`config.mk`:
```
export PLATFORM = sky130hd
export DESIGN_NAME = uart_alu_ctrl
export DESIGN_NICKNAME = d
export VERILOG_FILES = /design/src/rtl/uart_alu_ctrl.sv
export SDC_FILE = /design/constraint.sdc
export NUM_CORES = 1
export LEC_CHECK = 0
export CAP_MARGIN = 5
export CORE_ASPECT_RATIO = 2
export CORE_MARGIN = 5
export CORE_UTILIZATION = 45
export DETAILED_ROUTE_END_ITERATION = 6
export GPL_ROUTABILITY_DRIVEN = 0
export PLACE_DENSITY = 0.8
export RECOVER_POWER = 25
export REMOVE_ABC_BUFFERS = 1
export SETUP_SLACK_MARGIN = 0.02
export SYNTH_ARGS = -nofsm -noshare
export SYNTH_HDL_FRONTEND = slang
export SYNTH_SLANG_ARGS = --single-unit
```
`constraint.sdc`:
```
create_clock -name i_clk -period 3.9 [get_ports i_clk]
set_input_delay 0.585 -clock i_clk [delete_from_list [all_inputs] [get_ports i_clk]]
set_output_delay 0.585 -clock i_clk [all_outputs]
set_load 0.05 [all_outputs]
```
`src/rtl/uart_alu_ctrl.sv`:
```
// Framed command controller between the UART byte interface and the ALU.
// Collects SYNC/OP/A/B bytes, runs the ALU for one cycle and returns STATUS plus result bytes.
//
// state   | meaning
// IDLE    | waiting for SYNC_BYTE
// OPCODE  | waiting for the opcode byte
// OPER_A  | collecting operand A, LSB first
// OPER_B  | collecting operand B, LSB first
// EXEC    | capturing ALU result and flags
// SEND    | issuing one transmit request
// WAIT_TX | waiting for the transmitter to finish the byte
module uart_alu_ctrl #(
    parameter int             NB_DATA        = 16,
    parameter int             NB_ALU_OP      = 6,
    parameter logic [7:0]     SYNC_BYTE      = 8'hA5,
    parameter int             TIMEOUT_CYCLES = 1_000_000,
    parameter int             NB_TIMEOUT     = 20
) (
    input  logic                 i_clk,
    input  logic                 i_reset,
    input  logic [7:0]           i_rx_data,
    input  logic                 i_rx_done,
    input  logic                 i_tx_done,
    input  logic [NB_DATA-1:0]   i_alu_res,
    input  logic                 i_alu_overflow,
    input  logic                 i_alu_zero,
    output logic                 o_tx_start,
    output logic [7:0]           o_tx_data,
    output logic [NB_ALU_OP-1:0] o_alu_op,
    output logic [NB_DATA-1:0]   o_alu_a,
    output logic [NB_DATA-1:0]   o_alu_b,
    output logic                 o_busy,
    output logic                 o_err
);

    localparam int NBYTES = NB_DATA / 8;
    localparam int NB_IDX = $clog2(NBYTES + 1);
    localparam logic [NB_IDX-1:0]     LAST_BYTE = NB_IDX'(NBYTES - 1);
    localparam logic [NB_IDX-1:0]     LAST_IDX  = NB_IDX'(NBYTES);
    localparam logic [NB_TIMEOUT-1:0] TMO_LAST  = NB_TIMEOUT'(TIMEOUT_CYCLES - 1);

    typedef enum logic [2:0] {
        ST_IDLE,
        ST_OPCODE,
        ST_OPER_A,
        ST_OPER_B,
        ST_EXEC,
        ST_SEND,
        ST_WAIT_TX
    } state_t;

    state_t                  state;
    logic [NB_IDX-1:0]       byte_cnt;
    logic [NB_IDX-1:0]       tx_idx;
    logic [NB_TIMEOUT-1:0]   tmo_cnt;
    logic [NB_DATA-1:0]      res_q;
    logic                    res_ovf;
    logic                    res_zero;
    logic [7:0]              tx_byte;
    logic                    tmo_hit;

    assign tmo_hit = (tmo_cnt == TMO_LAST);

    // Index 0 is the status byte; index n carries result byte n-1.
    always_comb begin
        tx_byte = {6'b0, res_ovf, res_zero};
        for (int i = 0; i < NBYTES; i++) begin
            if (tx_idx == NB_IDX'(i + 1)) tx_byte = res_q[8*i +: 8];
        end
    end

    always_ff @(posedge i_clk or negedge i_reset) begin
        if (!i_reset) begin
            state      <= ST_IDLE;
            byte_cnt   <= '0;
            tx_idx     <= '0;
            tmo_cnt    <= '0;
            res_q      <= '0;
            res_ovf    <= 1'b0;
            res_zero   <= 1'b0;
            o_tx_start <= 1'b0;
            o_tx_data  <= '0;
            o_alu_op   <= '0;
            o_alu_a    <= '0;
            o_alu_b    <= '0;
            o_busy     <= 1'b0;
            o_err      <= 1'b0;
        end else begin
            o_tx_start <= 1'b0;
            o_err      <= 1'b0;
            case (state)
                ST_IDLE: begin
                    if (i_rx_done && i_rx_data == SYNC_BYTE) begin
                        state   <= ST_OPCODE;
                        tmo_cnt <= '0;
                        o_busy  <= 1'b1;
                    end
                end
                ST_OPCODE, ST_OPER_A, ST_OPER_B: begin
                    // An expiring timeout takes priority over a byte arriving in the same cycle.
                    if (tmo_hit) begin
                        state    <= ST_IDLE;
                        byte_cnt <= '0;
                        o_err    <= 1'b1;
                        o_busy   <= 1'b0;
                    end else if (i_rx_done) begin
                        tmo_cnt <= '0;
                        if (state == ST_OPCODE) begin
                            o_alu_op <= i_rx_data[NB_ALU_OP-1:0];
                            byte_cnt <= '0;
                            state    <= ST_OPER_A;
                        end else begin
                            for (int i = 0; i < NBYTES; i++) begin
                                if (byte_cnt == NB_IDX'(i)) begin
                                    if (state == ST_OPER_A) o_alu_a[8*i +: 8] <= i_rx_data;
                                    else                    o_alu_b[8*i +: 8] <= i_rx_data;
                                end
                            end
                            if (byte_cnt == LAST_BYTE) begin
                                byte_cnt <= '0;
                                state    <= (state == ST_OPER_A) ? ST_OPER_B : ST_EXEC;
                            end else begin
                                byte_cnt <= byte_cnt + 1'b1;
                            end
                        end
                    end else begin
                        tmo_cnt <= tmo_cnt + 1'b1;
                    end
                end
                ST_EXEC: begin
                    res_q    <= i_alu_res;
                    res_ovf  <= i_alu_overflow;
                    res_zero <= i_alu_zero;
                    tx_idx   <= '0;
                    state    <= ST_SEND;
                end
                ST_SEND: begin
                    o_tx_data  <= tx_byte;
                    o_tx_start <= 1'b1;
                    state      <= ST_WAIT_TX;
                end
                ST_WAIT_TX: begin
                    if (i_tx_done) begin
                        if (tx_idx == LAST_IDX) begin
                            state  <= ST_IDLE;
                            o_busy <= 1'b0;
                        end else begin
                            tx_idx <= tx_idx + 1'b1;
                            state  <= ST_SEND;
                        end
                    end
                end
                default: begin
                    state  <= ST_IDLE;
                    o_busy <= 1'b0;
                end
            endcase
        end
    end

endmodule

```
==> results.txt <==
For this run, design rule violations remaining after detail routing come to 0. The sequential cell area came out at 2352 µm². Of the total power, the clock network draws 19.5%. In this run the worst setup path terminates at o_alu_op[1]. The wire length of the first global-routing pass is ~17,000 µm. The number of pins exceeding their max-slew limit in the final report came out at 95. The clock latency at the later pin of the worst-skew pair is roughly 0.34 ns.

The overflow left after global routing came out at 0. The flop-to-flop setup slack came out at ~1.2 ns. The mean cell area of the mapped netlist is 11.60 µm². The number of DRC violations after detailed-routing iteration 0 is 153. The synthesized instance count came out at approximately 370.

Wires add up to 10,030 µm. The type of element launching the critical path is a flop. The slew at the pin closest to its max-slew limit came out at approximately 2.3 ns. The synthesized netlist contains around 50 unique library cells. The net switching power figure came out at 2.062 mW. The first-pass iteration count of the detailed router came out at 4. For this run, the total global-route usage over all layers was measured as a little under a fifth.

The final worst setup slack came out at 1.225 ns. The die covers 11,620 µm². The initial cell density of the core is 45.68%. The cell family contributing the most delay on the critical path is simple AND/OR/NAND/NOR gates.

The critical-path maximum fanout came out at 10. Max-cap violations in this run came to 1. The remaining antenna violation count after routing is 0. In this run the power density over the cells is 898.7 nW/µm².

The maximum vdd ir drop is 0.3737 mV. The filler cell count is 763. The time the final worst path needs with I/O delays and setup is around 2.7 ns.

79 I/O pins were placed. The number of H-tree levels came out at 3. The number of gates resized after CTS was 0. Across all hold checks on the routed design, the worst slack comes to 0.4775 ns. The HPWL after detailed placement is 7104 µm. The cell sitting at the root of the clock tree is a sky130_fd_sc_hd__clkbuf_16. The detail-routed via count per cell came out at 5.795. The post-route netlist has a little under a fifth of its cells at a drive strength greater than 1.

The total setup violations reported at the end of the flow is 0. The routed layout has about 3,200 vias. The library cell used most frequently in the layout, excluding fill and tap cells, is sky130_fd_sc_hd__dfrtp_1. The worst setup path is captured at a flop. Clock-pin slew was measured on the worst setup and hold paths at 0.06 ns. The hold violation total from the final report came to 0.

The clock skew after layout is 0.009194 ns. The number of buffer cells added on primary ports came out at 78. The area of the mapped netlist came out at between 4000 and 5000 µm².

Summing all multi-input logic gate instances after layout gives 1813 µm². The hold-fix buffer count after cts came out at 0. The combinational share of power came out at 47.7%. The cell leakage power came out at about 2.3 nW.

The synthesis-stage register bit count came out at 94. The portion of total power attributed to sequential cells came out at 32.8%. In the synthesized netlist the dominant register cell turns out to be sky130_fd_sc_hd__dfrtp_1. The site row count came out at 50. The number of nets in the final layout came out at 479. The critical register-to-register path startpoint is tmo_cnt[0]. The worst min-delay path class is reg -> reg. The initial antenna violation count is 0. The critical path buffer and inverter count is 0. The timing-limited maximum frequency came out at 0.3739 GHz. The number of cells on the worst reg-to-reg path is 6.

Yosys printed 0 warnings. The maximum number of pins on one net before global-route repair is 95. The largest single stage delay on the critical path is 0.51 ns. The count of antenna diodes in the layout is 0. The worst register-to-register path ends at o_alu_op[1].

The switching share of power is 41.94%. The final reports fail on capacitance limit, slew limit. The critical path is of the reg -> reg type. The CTS tree is yes. Prior to clock tree synthesis, the placed netlist has a worst setup slack of about 0.85 ns. The floorplan step defined a core boundary enclosing ~9300 µm². Leaving out fill and tap cells, the most frequent cells in the layout are 94 x sky130_fd_sc_hd__dfrtp_1, 77 x sky130_fd_sc_hd__clkdlybuf4s50_1, 56 x sky130_fd_sc_hd__mux2_2, 32 x sky130_fd_sc_hd__o21ai_0, 28 x sky130_fd_sc_hd__nand2_1. The sink count of the clock tree is 94. The internal cell power came out at 2.854 mW.

The share of the Yosys chip area taken by registers is 55.25%. Summed over all failing endpoints, the final setup total negative slack is 0 ns. The number of buffers created by CTS came out at 9. The logic depth of the worst path, buffers included is 6. The worst-case clock buffer depth is 2. The largest individual stage delay along the critical path comes from the cell sky130_fd_sc_hd__nor4_1.

The run finished, with violations left. The share of the cycle needed by the critical path after routing came out at 68.58%. The layout-stage area growth over the synthesis result came out at 28.47%. The signal on the critical path passes through ha_1, nand3_2, nor4_1, nand2_1, nand4_1, mux2_2. After synthesis, the share of flip-flops with an asynchronous set or reset is 100.0%. Buffers added to address setup during post-CTS repair amount to 0.

Setup repair after global routing left no endpoint under its margin. The signal arrival time at the worst endpoint is 2.89 ns. The die is roughly 150 µm tall.

The via count of the first global-routing pass was 3,449. The final routed wire length divided by cell count came out at 18.08 µm. The number of synthesized flops with an enable pin is 0. The overall die width came out at ~79 µm. The most critical setup path has its startpoint at tmo_cnt[0]. Measured against its own limit, the worst slew margin works out to -52.81%. The data required time of the worst path is 4.12 ns.
final cells by class:
class / instances / share of cell area (%)
Sequential cell: 94 / 43.00
Multi-Input combinational cell: 250 / 33.14
Timing Repair Buffer: 82 / 14.73
Clock buffer: 13 / 4.941
Tap cell: 104 / 2.379
Clock inverter: 3 / 1.189
Inverter: 9 / 0.6176
routing by layer:
layer	vias up	track usage (%)	part of all wire, %
met5	-	0	0
met4	0	9.895	3.3
met3	23	3.598	3.3
met2	77	32.75	55
met1	1609	19.77	38
li1	1507	-	-
Yosys cell counts (all sizes together), types with 3 or more instances:
master  count  area [µm²]
ha          3       37.54
a31oi       6       37.54
mux2       56       630.6
and3        6       37.54
clkbuf      8       30.03
nand2b      4       25.02
o21ai      38       190.2
nand3      15       80.08
nand4       3       18.77
or3         5       31.28
a22oi       8       60.06
o31ai       7       52.55
dfrtp      94        2352
nor3        6       35.03
nand3b      3       26.27
mux2i       3       30.03
nand2      28       105.1
nor2       14       60.06
inv         9       33.78
a21oi      15       75.07
buf         6       28.77
nor4        5       61.31
metrics by stage:
step / instance area (µm²) / power (mW) / util, % / cells
after CTS: 5465 / 4.943 / 58.63 / 554
after detailed placement: 5130 / 3.968 / 55.03 / 538
after floorplan: 4199 / 3.163 / - / 353
after global placement: 5130 / 3.892 / 55.03 / 538
after global routing: 5470 / 5.160 / 58.68 / 555
final: 5470 / 4.916 / 58.68 / 555
flip-flops by register name (all words and copies together) (netlist names):
name / cells
o_tx_data: 8
tmo_cnt: 20
o_tx_start: 1
state: 3
o_busy: 1
byte_cnt: 2
o_alu_b: 16
res_q: 16
o_err: 1
res_zero: 1
res_ovf: 1
o_alu_op: 6
tx_idx: 2
o_alu_a: 16
worst min-delay path by stage:
| stage | cells after the start | to | from |
|---|---|---|---|
| final | 2 | o_tx_data[7] | o_tx_data[7] |
| after global routing | 2 | o_tx_data[6] | o_tx_data[6] |
| after CTS | 2 | o_tx_data[3] | o_tx_data[3] |
| after detailed placement | 2 | o_tx_data[3] | o_tx_data[3] |
| after global placement | 1 | tmo_cnt[19] | tmo_cnt[19] |
| after floorplan | 0 | byte_cnt[0] | i_reset |
logic make-up (layout without fill, tap and decap cells):
| group | count (synthesis) | after routing | share of synthesized area, % |
|---|---|---|---|
| and+or+nand+nor | 100 | 100 | 13.49 |
| DFF | 94 | 94 | 55.25 |
| AOI/OAI and AO/OA | 86 | 86 | 12.28 |
| muxes | 59 | 59 | 15.52 |
| buffers and inverters | 23 | 107 | 2.174 |
| adders and majority gates | 3 | 3 | 0.8817 |
| xor gates and xnor gates | 2 | 2 | 0.4115 |
worst register-to-register path, cell delays in order (launching register included):
cell                      delay [ns]
sky130_fd_sc_hd__dfrtp_1        0.39
sky130_fd_sc_hd__ha_1           0.26
sky130_fd_sc_hd__nand3_2        0.17
sky130_fd_sc_hd__nor4_1         0.51
sky130_fd_sc_hd__nand2_1        0.38
sky130_fd_sc_hd__nand4_1        0.46
sky130_fd_sc_hd__mux2_2         0.39
power by group through the flow:
stage	Clock [mW]	Combinational, mW	Sequential (mW)
2_1_floorplan	0	0.747	2.42
3_3_place_gp	0	2.29	1.60
3_5_place_dp	0	2.33	1.63
4_1_cts	0.981	2.35	1.61
5_1_grt	1.01	2.48	1.67
6_report	0.958	2.34	1.61
Power figures use the tool's default switching activity.
